<file path="src/rtl/axi4_lite_master_if.sv">
// AXI4-Lite bus bundle between an initiator and a slave register block.
interface axi4_lite_master_if #(
  parameter int ADDRESS_WIDTH = 32,
  parameter int DATA_WIDTH    = 32
);
  logic [ADDRESS_WIDTH-1:0]  awaddr;
  logic                      awvalid;
  logic                      awready;
  logic [DATA_WIDTH-1:0]     wdata;
  logic [DATA_WIDTH/8-1:0]   wstrb;
  logic                      wvalid;
  logic                      wready;
  logic [1:0]                bresp;
  logic                      bvalid;
  logic                      bready;
  logic [ADDRESS_WIDTH-1:0]  araddr;
  logic                      arvalid;
  logic                      arready;
  logic [DATA_WIDTH-1:0]     rdata;
  logic [1:0]                rresp;
  logic                      rvalid;
  logic                      rready;

  modport master (
    output awaddr, awvalid, wdata, wstrb, wvalid, bready, araddr, arvalid, rready,
    input  awready, wready, bresp, bvalid, arready, rdata, rresp, rvalid
  );

  modport slave (
    input  awaddr, awvalid, wdata, wstrb, wvalid, bready, araddr, arvalid, rready,
    output awready, wready, bresp, bvalid, arready, rdata, rresp, rvalid
  );
endinterface

</file>
<file path="src/rtl/axi4_lite_master.sv">
// AXI4-Lite initiator: turns one local command into one AXI4-Lite read or write,
// with a single transaction outstanding and every output driven from a flop.
module axi4_lite_master #(
  parameter int ADDRESS_WIDTH = 32,
  parameter int DATA_WIDTH    = 32
) (
  input  logic                      ACLK,
  input  logic                      ARESET,
  input  logic                      cmd_valid,
  output logic                      cmd_ready,
  input  logic                      cmd_write,
  input  logic [ADDRESS_WIDTH-1:0]  cmd_addr,
  input  logic [DATA_WIDTH-1:0]     cmd_wdata,
  input  logic [DATA_WIDTH/8-1:0]   cmd_wstrb,
  output logic                      rsp_valid,
  input  logic                      rsp_ready,
  output logic [DATA_WIDTH-1:0]     rsp_rdata,
  output logic [1:0]                rsp_resp,
  axi4_lite_master_if.master        m_axi
);
  localparam int STRB_WIDTH = DATA_WIDTH / 8;

  typedef enum logic [2:0] {
    IDLE,
    WR_ADDR_DATA,
    WR_RESP,
    RD_ADDR,
    RD_DATA,
    RESP
  } state_e;

  state_e                    state_q,     state_d;
  logic                      cmd_ready_q, cmd_ready_d;
  logic                      awvalid_q,   awvalid_d;
  logic                      wvalid_q,    wvalid_d;
  logic                      bready_q,    bready_d;
  logic                      arvalid_q,   arvalid_d;
  logic                      rready_q,    rready_d;
  logic                      rsp_valid_q, rsp_valid_d;
  logic [DATA_WIDTH-1:0]     rsp_rdata_q, rsp_rdata_d;
  logic [1:0]                rsp_resp_q,  rsp_resp_d;
  logic [ADDRESS_WIDTH-1:0]  addr_q,      addr_d;
  logic [DATA_WIDTH-1:0]     wdata_q,     wdata_d;
  logic [STRB_WIDTH-1:0]     wstrb_q,     wstrb_d;

  logic aw_hs;
  logic w_hs;

  assign aw_hs = awvalid_q & m_axi.awready;
  assign w_hs  = wvalid_q & m_axi.wready;

  always_ff @(posedge ACLK) begin
    if (ARESET) begin
      state_q     <= IDLE;
      cmd_ready_q <= 1'b1;
      awvalid_q   <= 1'b0;
      wvalid_q    <= 1'b0;
      bready_q    <= 1'b0;
      arvalid_q   <= 1'b0;
      rready_q    <= 1'b0;
      rsp_valid_q <= 1'b0;
      rsp_rdata_q <= '0;
      rsp_resp_q  <= '0;
      addr_q      <= '0;
      wdata_q     <= '0;
      wstrb_q     <= '0;
    end else begin
      state_q     <= state_d;
      cmd_ready_q <= cmd_ready_d;
      awvalid_q   <= awvalid_d;
      wvalid_q    <= wvalid_d;
      bready_q    <= bready_d;
      arvalid_q   <= arvalid_d;
      rready_q    <= rready_d;
      rsp_valid_q <= rsp_valid_d;
      rsp_rdata_q <= rsp_rdata_d;
      rsp_resp_q  <= rsp_resp_d;
      addr_q      <= addr_d;
      wdata_q     <= wdata_d;
      wstrb_q     <= wstrb_d;
    end
  end

  always_comb begin
    state_d     = state_q;
    cmd_ready_d = cmd_ready_q;
    awvalid_d   = awvalid_q;
    wvalid_d    = wvalid_q;
    bready_d    = bready_q;
    arvalid_d   = arvalid_q;
    rready_d    = rready_q;
    rsp_valid_d = rsp_valid_q;
    rsp_rdata_d = rsp_rdata_q;
    rsp_resp_d  = rsp_resp_q;
    addr_d      = addr_q;
    wdata_d     = wdata_q;
    wstrb_d     = wstrb_q;

    case (state_q)
      IDLE: begin
        if (cmd_valid && cmd_ready_q) begin
          cmd_ready_d = 1'b0;
          addr_d      = cmd_addr;
          if (cmd_write) begin
            wdata_d   = cmd_wdata;
            wstrb_d   = cmd_wstrb;
            awvalid_d = 1'b1;
            wvalid_d  = 1'b1;
            state_d   = WR_ADDR_DATA;
          end else begin
            arvalid_d = 1'b1;
            state_d   = RD_ADDR;
          end
        end
      end

      // AW and W retire independently; a channel already done counts as complete.
      WR_ADDR_DATA: begin
        if (aw_hs) awvalid_d = 1'b0;
        if (w_hs)  wvalid_d  = 1'b0;
        if ((!awvalid_q || aw_hs) && (!wvalid_q || w_hs)) begin
          bready_d = 1'b1;
          state_d  = WR_RESP;
        end
      end

      WR_RESP: begin
        if (m_axi.bvalid) begin
          bready_d    = 1'b0;
          rsp_valid_d = 1'b1;
          rsp_resp_d  = m_axi.bresp;
          rsp_rdata_d = '0;
          state_d     = RESP;
        end
      end

      RD_ADDR: begin
        if (m_axi.arready) begin
          arvalid_d = 1'b0;
          rready_d  = 1'b1;
          state_d   = RD_DATA;
        end
      end

      RD_DATA: begin
        if (m_axi.rvalid) begin
          rready_d    = 1'b0;
          rsp_valid_d = 1'b1;
          rsp_rdata_d = m_axi.rdata;
          rsp_resp_d  = m_axi.rresp;
          state_d     = RESP;
        end
      end

      RESP: begin
        if (rsp_ready) begin
          rsp_valid_d = 1'b0;
          cmd_ready_d = 1'b1;
          state_d     = IDLE;
        end
      end

      default: begin
        state_d = IDLE;
      end
    endcase
  end

  assign cmd_ready     = cmd_ready_q;
  assign rsp_valid     = rsp_valid_q;
  assign rsp_rdata     = rsp_rdata_q;
  assign rsp_resp      = rsp_resp_q;
  assign m_axi.awaddr  = addr_q;
  assign m_axi.awvalid = awvalid_q;
  assign m_axi.wdata   = wdata_q;
  assign m_axi.wstrb   = wstrb_q;
  assign m_axi.wvalid  = wvalid_q;
  assign m_axi.bready  = bready_q;
  assign m_axi.araddr  = addr_q;
  assign m_axi.arvalid = arvalid_q;
  assign m_axi.rready  = rready_q;
endmodule

</file>
<file path="src/flat_wrapper.sv">
// flat-port wrapper written by rule: the top's interface ports become plain ports
module axi4_lite_master_flat 
#(
  parameter int ADDRESS_WIDTH = 32,
  parameter int DATA_WIDTH    = 32
)
  (ACLK, ARESET, cmd_valid, cmd_ready, cmd_write, cmd_addr, cmd_wdata, cmd_wstrb, rsp_valid, rsp_ready, rsp_rdata, rsp_resp, m_axi_awaddr, m_axi_awvalid, m_axi_wdata, m_axi_wstrb, m_axi_wvalid, m_axi_bready, m_axi_araddr, m_axi_arvalid, m_axi_rready, m_axi_awready, m_axi_wready, m_axi_bresp, m_axi_bvalid, m_axi_arready, m_axi_rdata, m_axi_rresp, m_axi_rvalid);
  axi4_lite_master_if #(.ADDRESS_WIDTH(ADDRESS_WIDTH), .DATA_WIDTH(DATA_WIDTH)) m_axi_i ();
  input  logic ACLK;
  input  logic ARESET;
  input  logic cmd_valid;
  output logic cmd_ready;
  input  logic cmd_write;
  input  logic [ADDRESS_WIDTH-1:0] cmd_addr;
  input  logic [DATA_WIDTH-1:0] cmd_wdata;
  input  logic [DATA_WIDTH/8-1:0] cmd_wstrb;
  output logic rsp_valid;
  input  logic rsp_ready;
  output logic [DATA_WIDTH-1:0] rsp_rdata;
  output logic [1:0] rsp_resp;
  output wire logic [$bits(m_axi_i.awaddr)-1:0] m_axi_awaddr;
  output wire logic [$bits(m_axi_i.awvalid)-1:0] m_axi_awvalid;
  output wire logic [$bits(m_axi_i.wdata)-1:0] m_axi_wdata;
  output wire logic [$bits(m_axi_i.wstrb)-1:0] m_axi_wstrb;
  output wire logic [$bits(m_axi_i.wvalid)-1:0] m_axi_wvalid;
  output wire logic [$bits(m_axi_i.bready)-1:0] m_axi_bready;
  output wire logic [$bits(m_axi_i.araddr)-1:0] m_axi_araddr;
  output wire logic [$bits(m_axi_i.arvalid)-1:0] m_axi_arvalid;
  output wire logic [$bits(m_axi_i.rready)-1:0] m_axi_rready;
  input wire logic [$bits(m_axi_i.awready)-1:0] m_axi_awready;
  input wire logic [$bits(m_axi_i.wready)-1:0] m_axi_wready;
  input wire logic [$bits(m_axi_i.bresp)-1:0] m_axi_bresp;
  input wire logic [$bits(m_axi_i.bvalid)-1:0] m_axi_bvalid;
  input wire logic [$bits(m_axi_i.arready)-1:0] m_axi_arready;
  input wire logic [$bits(m_axi_i.rdata)-1:0] m_axi_rdata;
  input wire logic [$bits(m_axi_i.rresp)-1:0] m_axi_rresp;
  input wire logic [$bits(m_axi_i.rvalid)-1:0] m_axi_rvalid;
  assign m_axi_awaddr = m_axi_i.awaddr;
  assign m_axi_awvalid = m_axi_i.awvalid;
  assign m_axi_wdata = m_axi_i.wdata;
  assign m_axi_wstrb = m_axi_i.wstrb;
  assign m_axi_wvalid = m_axi_i.wvalid;
  assign m_axi_bready = m_axi_i.bready;
  assign m_axi_araddr = m_axi_i.araddr;
  assign m_axi_arvalid = m_axi_i.arvalid;
  assign m_axi_rready = m_axi_i.rready;
  assign m_axi_i.awready = m_axi_awready;
  assign m_axi_i.wready = m_axi_wready;
  assign m_axi_i.bresp = m_axi_bresp;
  assign m_axi_i.bvalid = m_axi_bvalid;
  assign m_axi_i.arready = m_axi_arready;
  assign m_axi_i.rdata = m_axi_rdata;
  assign m_axi_i.rresp = m_axi_rresp;
  assign m_axi_i.rvalid = m_axi_rvalid;
  axi4_lite_master #(.ADDRESS_WIDTH(ADDRESS_WIDTH), .DATA_WIDTH(DATA_WIDTH)) u_core (.ACLK(ACLK), .ARESET(ARESET), .cmd_valid(cmd_valid), .cmd_ready(cmd_ready), .cmd_write(cmd_write), .cmd_addr(cmd_addr), .cmd_wdata(cmd_wdata), .cmd_wstrb(cmd_wstrb), .rsp_valid(rsp_valid), .rsp_ready(rsp_ready), .rsp_rdata(rsp_rdata), .rsp_resp(rsp_resp), .m_axi(m_axi_i));
endmodule
</file>
<file path="config.mk">
export PLATFORM = sky130hd
export DESIGN_NAME = axi4_lite_master_flat
export DESIGN_NICKNAME = d
export VERILOG_FILES = /design/src/rtl/axi4_lite_master_if.sv /design/src/rtl/axi4_lite_master.sv /design/src/flat_wrapper.sv
export SDC_FILE = /design/constraint.sdc
export NUM_CORES = 1
export LEC_CHECK = 0
export CORE_UTILIZATION = 42
export DETAILED_ROUTE_END_ITERATION = 8
export HOLD_SLACK_MARGIN = 0.08
export PLACE_DENSITY = 0.91
export SLEW_MARGIN = 20
export SYNTH_ARGS = -nofsm -noshare
export SYNTH_HDL_FRONTEND = slang
export SYNTH_SLANG_ARGS = --single-unit
</file>
<file path="constraint.sdc">
create_clock -name ACLK -period 4.7 [get_ports ACLK]
set_clock_uncertainty 0.2 [all_clocks]
set_input_delay 0.94 -clock ACLK [delete_from_list [all_inputs] [get_ports ACLK]]
set_output_delay 0.94 -clock ACLK [all_outputs]
set_load 0.05 [all_outputs]
</file>
==> impl_summary.log <==
INFO  metric setup.reg_to_reg.worst_slack = 2.15 ns
INFO  metric routedWlPerCell = 15.4 µm
INFO  metric fp.dieArea = 11,600 µm²
INFO  metric fin_total_pwr = 0.00355 W
INFO  metric status = finished, final reports clean
INFO  metric seq_power_share = 34.4%
INFO  metric power.static_leakage = 2.42 nW
INFO  metric timing.max_slew.rel_slack = ~30%
INFO  metric ant_nets = 0
INFO  metric hp-start = u_core.m_axi.wdata[13]
INFO  metric synth_top_area_cell = dfxtp_1
INFO  metric worstSetupPathType = in -> reg
INFO  metric timing.final.ws_setup = 1.87 ns
INFO  metric synth.distinct_cells = 35
INFO  metric worst-endpoint-required = 4.79 ns
INFO  metric r2r-end = u_core.m_axi.araddr[8]
INFO  metric routability_cong = 0.743
INFO  metric maxSlewViolCount = 0
INFO  metric period_utilisation_layout = 60.2%
INFO  metric grt_first_pass_wirelength = between 20 and 25 mm
INFO  metric number_of_buffers_created_by_cts = 9
INFO  metric cts_max_path_buffers = 2
INFO  metric drt-vias-per-instance = roughly 5.0
INFO  metric clkTransAtPathRegs = 0.10 ns
INFO  metric clkSinkCount = between 100 and 150
INFO  metric timing.final.setup_violations = 0
INFO  metric power_switching_share = 44.2%
INFO  metric power_per_cell_area = 496 nW/µm²
INFO  metric worst_r2r_path_depth = 4
INFO  metric number_of_nets_in_the_final_layout = 830
INFO  metric cell_internal_pwr = roughly 0.002 W
INFO  metric total_global_routing_overflow = 0
INFO  metric synthToLayoutAreaGrowth = 52.0%
INFO  metric postLayoutCoreUtil = about two thirds
INFO  metric netlist_instances = 517
INFO  metric worst-endpoint-arrival = 2.92 ns
INFO  metric synth_edf_count = 0
INFO  metric tritoncts_clock_tree = yes
INFO  metric synth_area = 4710 µm²
INFO  metric synth.ff_latch_count = between 100 and 150
INFO  metric async_flop_share = 0%
INFO  metric globalRouteTotalUtil = 22.2%
INFO  metric totalWireLength = 13.3 mm
INFO  metric floorplan.core_area = 10,900 µm²
INFO  metric max_slew.worst_pin.slew = ~1.0 ns
INFO  metric power.combinational.fraction = a little under half
INFO  metric power.clock.fraction = between 10% and 20%
INFO  metric grt_pass1_vias = approximately 4.3k
INFO  metric core.rowCount = 38
INFO  metric num_vias = 4,334
INFO  metric cts-resized-gates = 0
INFO  metric grt_setup_unrepaired = no
INFO  metric worst_hold_path_type = reg -> reg
INFO  metric cap_violations = 0
INFO  metric worstReg2RegStart = u_core.state_q[0]
INFO  metric antenna_found_initial = 0
INFO  metric layout.cells.most_common = clkdlybuf4s50_1
INFO  metric preCtsSetupSlack = 1.43 ns
INFO  metric end_kind = register
INFO  metric hold-path-cell-count = 2
INFO  metric antennaDiodeCount = 0
INFO  metric switching_power = 0.00157 W
INFO  metric ys_warn_count = 0
INFO  metric worst_ir_drop_vdd = 0.254 mV
INFO  metric crit_path_start_kind = input pin
INFO  metric cts_setup_buffers = 0
INFO  metric critical_path.max_fanout = 26
INFO  metric floorplan.die.height = 108 µm
INFO  metric initial_utilization = 43.3%
INFO  metric fmaxAchievable = roughly 350 MHz
INFO  metric report.final.hold_viol_count = 0
INFO  metric drtIter0Drc = around 220
INFO  metric dieWidth = roughly 110 µm
INFO  metric grt_start_max_net_pins = 85
INFO  metric detailedPlacementHpwl = 9.83 mm
INFO  metric fraction_of_final_layout_cells_with_drive_strength_greater_than_1 = approximately 16%
INFO  metric post-synth-top-area-fraction = 47.6%
INFO  metric fin_setup_tns = 0 ns
INFO  metric port-buffer-count = 254
INFO  metric finalCriticalPeriod = ~2.8 ns
INFO  metric cts_hold_buffers = 0
INFO  metric worst_hold_path.endpoint = u_core.m_axi.wdata[13]
INFO  metric netlist_top_cells_area = dfxtp_1 (48%), nand2_1 (8.9%), a22oi_2 (7.7%), buf_4 (6.1%), a21oi_2 (5.8%)
INFO  metric insertion_delay = 0.36 ns
INFO  metric layout_common_cells = clkdlybuf4s50_1 (253), nand2_1 (112), dfxtp_1 (112)
INFO  metric first_pass_iters = 4
INFO  metric ctsRootBufferMaster = clkbuf_8
INFO  metric mappedNetlistNets = roughly 630
INFO  metric synth_top_flop_cell = dfxtp_1
INFO  metric drcViolationCount = 0
INFO  metric design.portCount = 255
INFO  metric avgSynthCellArea = between 9 and 10 µm²
INFO  metric clock_tree.htree_level_count = 3
INFO  metric synth_seq_area_share = 47.6%
==> cell type report <==
class                           instances  area (µm²)
Fill cell                             877        3730
Timing Repair Buffer                  258        2570
Sequential cell                       112        2240
Multi-Input combinational cell        331        1940
Tap cell                              140         175
Clock buffer                           10         128
Clock inverter                          6        92.6
Inverter                                4        15.0
==> synth_stat cells, types with 2 or more instances <==
library cell  count
a21o_1            3
a21oi_1          46
a21oi_2          31
a22oi_1           3
a22oi_2          29
a311oi_1          3
a31oi_1           6
buf_12            3
buf_2             8
buf_4            38
buf_6             7
clkbuf_1         14
dfxtp_1         112
inv_1             4
nand2_1         112
nand2_2          30
nand2b_1          3
nand3_1           2
nand3b_1          3
nor2_1           40
nor3_1            2
o21ai_0           5
==> worst max-delay path: stages <==
cell,delay (ns)
clkdlybuf4s50_1,0.48
and4bb_1,0.25
and2_1,0.74
buf_4,0.29
nand2_1,0.07
a21oi_1,0.13
==> power by group through the flow <==
| stage | clock [W] | sequential (W) | combinational [W] |
|---|---|---|---|
| floorplan | 0 | 0.00164 | 0.000881 |
| global placement | 0 | 0.00123 | 0.00168 |
| detailed placement | 0 | 0.00124 | 0.00171 |
| CTS | 0.000644 | 0.00122 | 0.00172 |
| global route | 0.000684 | 0.00124 | 0.00181 |
| finish | 0.000623 | 0.00122 | 0.00170 |
==> metal layers <==
metal / up-vias / share of wire (%) / global-route usage, %
met5: - / 0 / 0
met4: 0 / 3.2 / 11.4
met3: 34 / 6.7 / 4.84
met2: 167 / 53 / 41.4
met1: 2051 / 37 / 23.3
li1: 2082 / - / -
==> logic make-up after synthesis <==
| family | after synthesis | share of synthesized area (%) |
|---|---|---|
| AO/OA/AOI/OAI | 130 | 21.9 |
| buffers and inverters | 74 | 11.3 |
| flip-flops | 112 | 47.6 |
| multiplexers | 1 | 0.212 |
| AND/OR/NAND/NOR | 200 | 19.1 |
==> sequential cells by signal (all words and copies together) (netlist names) <==
| signal | count |
|---|---|
| u_core.rsp_valid | 1 |
| u_core.rsp_rdata | 32 |
| u_core.m_axi.awvalid | 1 |
| u_core.m_axi.wvalid | 1 |
| u_core.m_axi.bready | 1 |
| u_core.cmd_ready | 1 |
| u_core.m_axi.wstrb | 4 |
| u_core.m_axi.rready | 1 |
| u_core.m_axi.araddr | 32 |
| u_core.state_q | 3 |
| u_core.rsp_resp | 2 |
| u_core.m_axi.wdata | 32 |
| u_core.m_axi.arvalid | 1 |
==> per-stage QoR <==
stage	instance area, µm²	hold slack [ns]	std cells
after floorplan	4710	0.389	517
after global placement	6940	0.242	845
after detailed placement	6940	0.246	845
after CTS	7160	0.260	861
after global routing	7160	0.280	861
final	7160	0.258	861
==> worst max path at each step <==
stage / from / end / slack (ns) / depth (start not counted)
2_1_floorplan: u_core.m_axi.araddr[0] / m_axi_awaddr[0] / 2.65 / 1
3_3_place_gp: cmd_valid / u_core.m_axi.araddr[19] / 1.59 / 6
3_5_place_dp: cmd_valid / u_core.m_axi.araddr[25] / 1.43 / 6
4_1_cts: cmd_valid / u_core.m_axi.araddr[25] / 1.84 / 6
5_1_grt: cmd_valid / u_core.m_axi.arvalid / 1.68 / 5
6_report: cmd_valid / u_core.m_axi.araddr[25] / 1.87 / 6
Power figures use the tool's default switching activity.
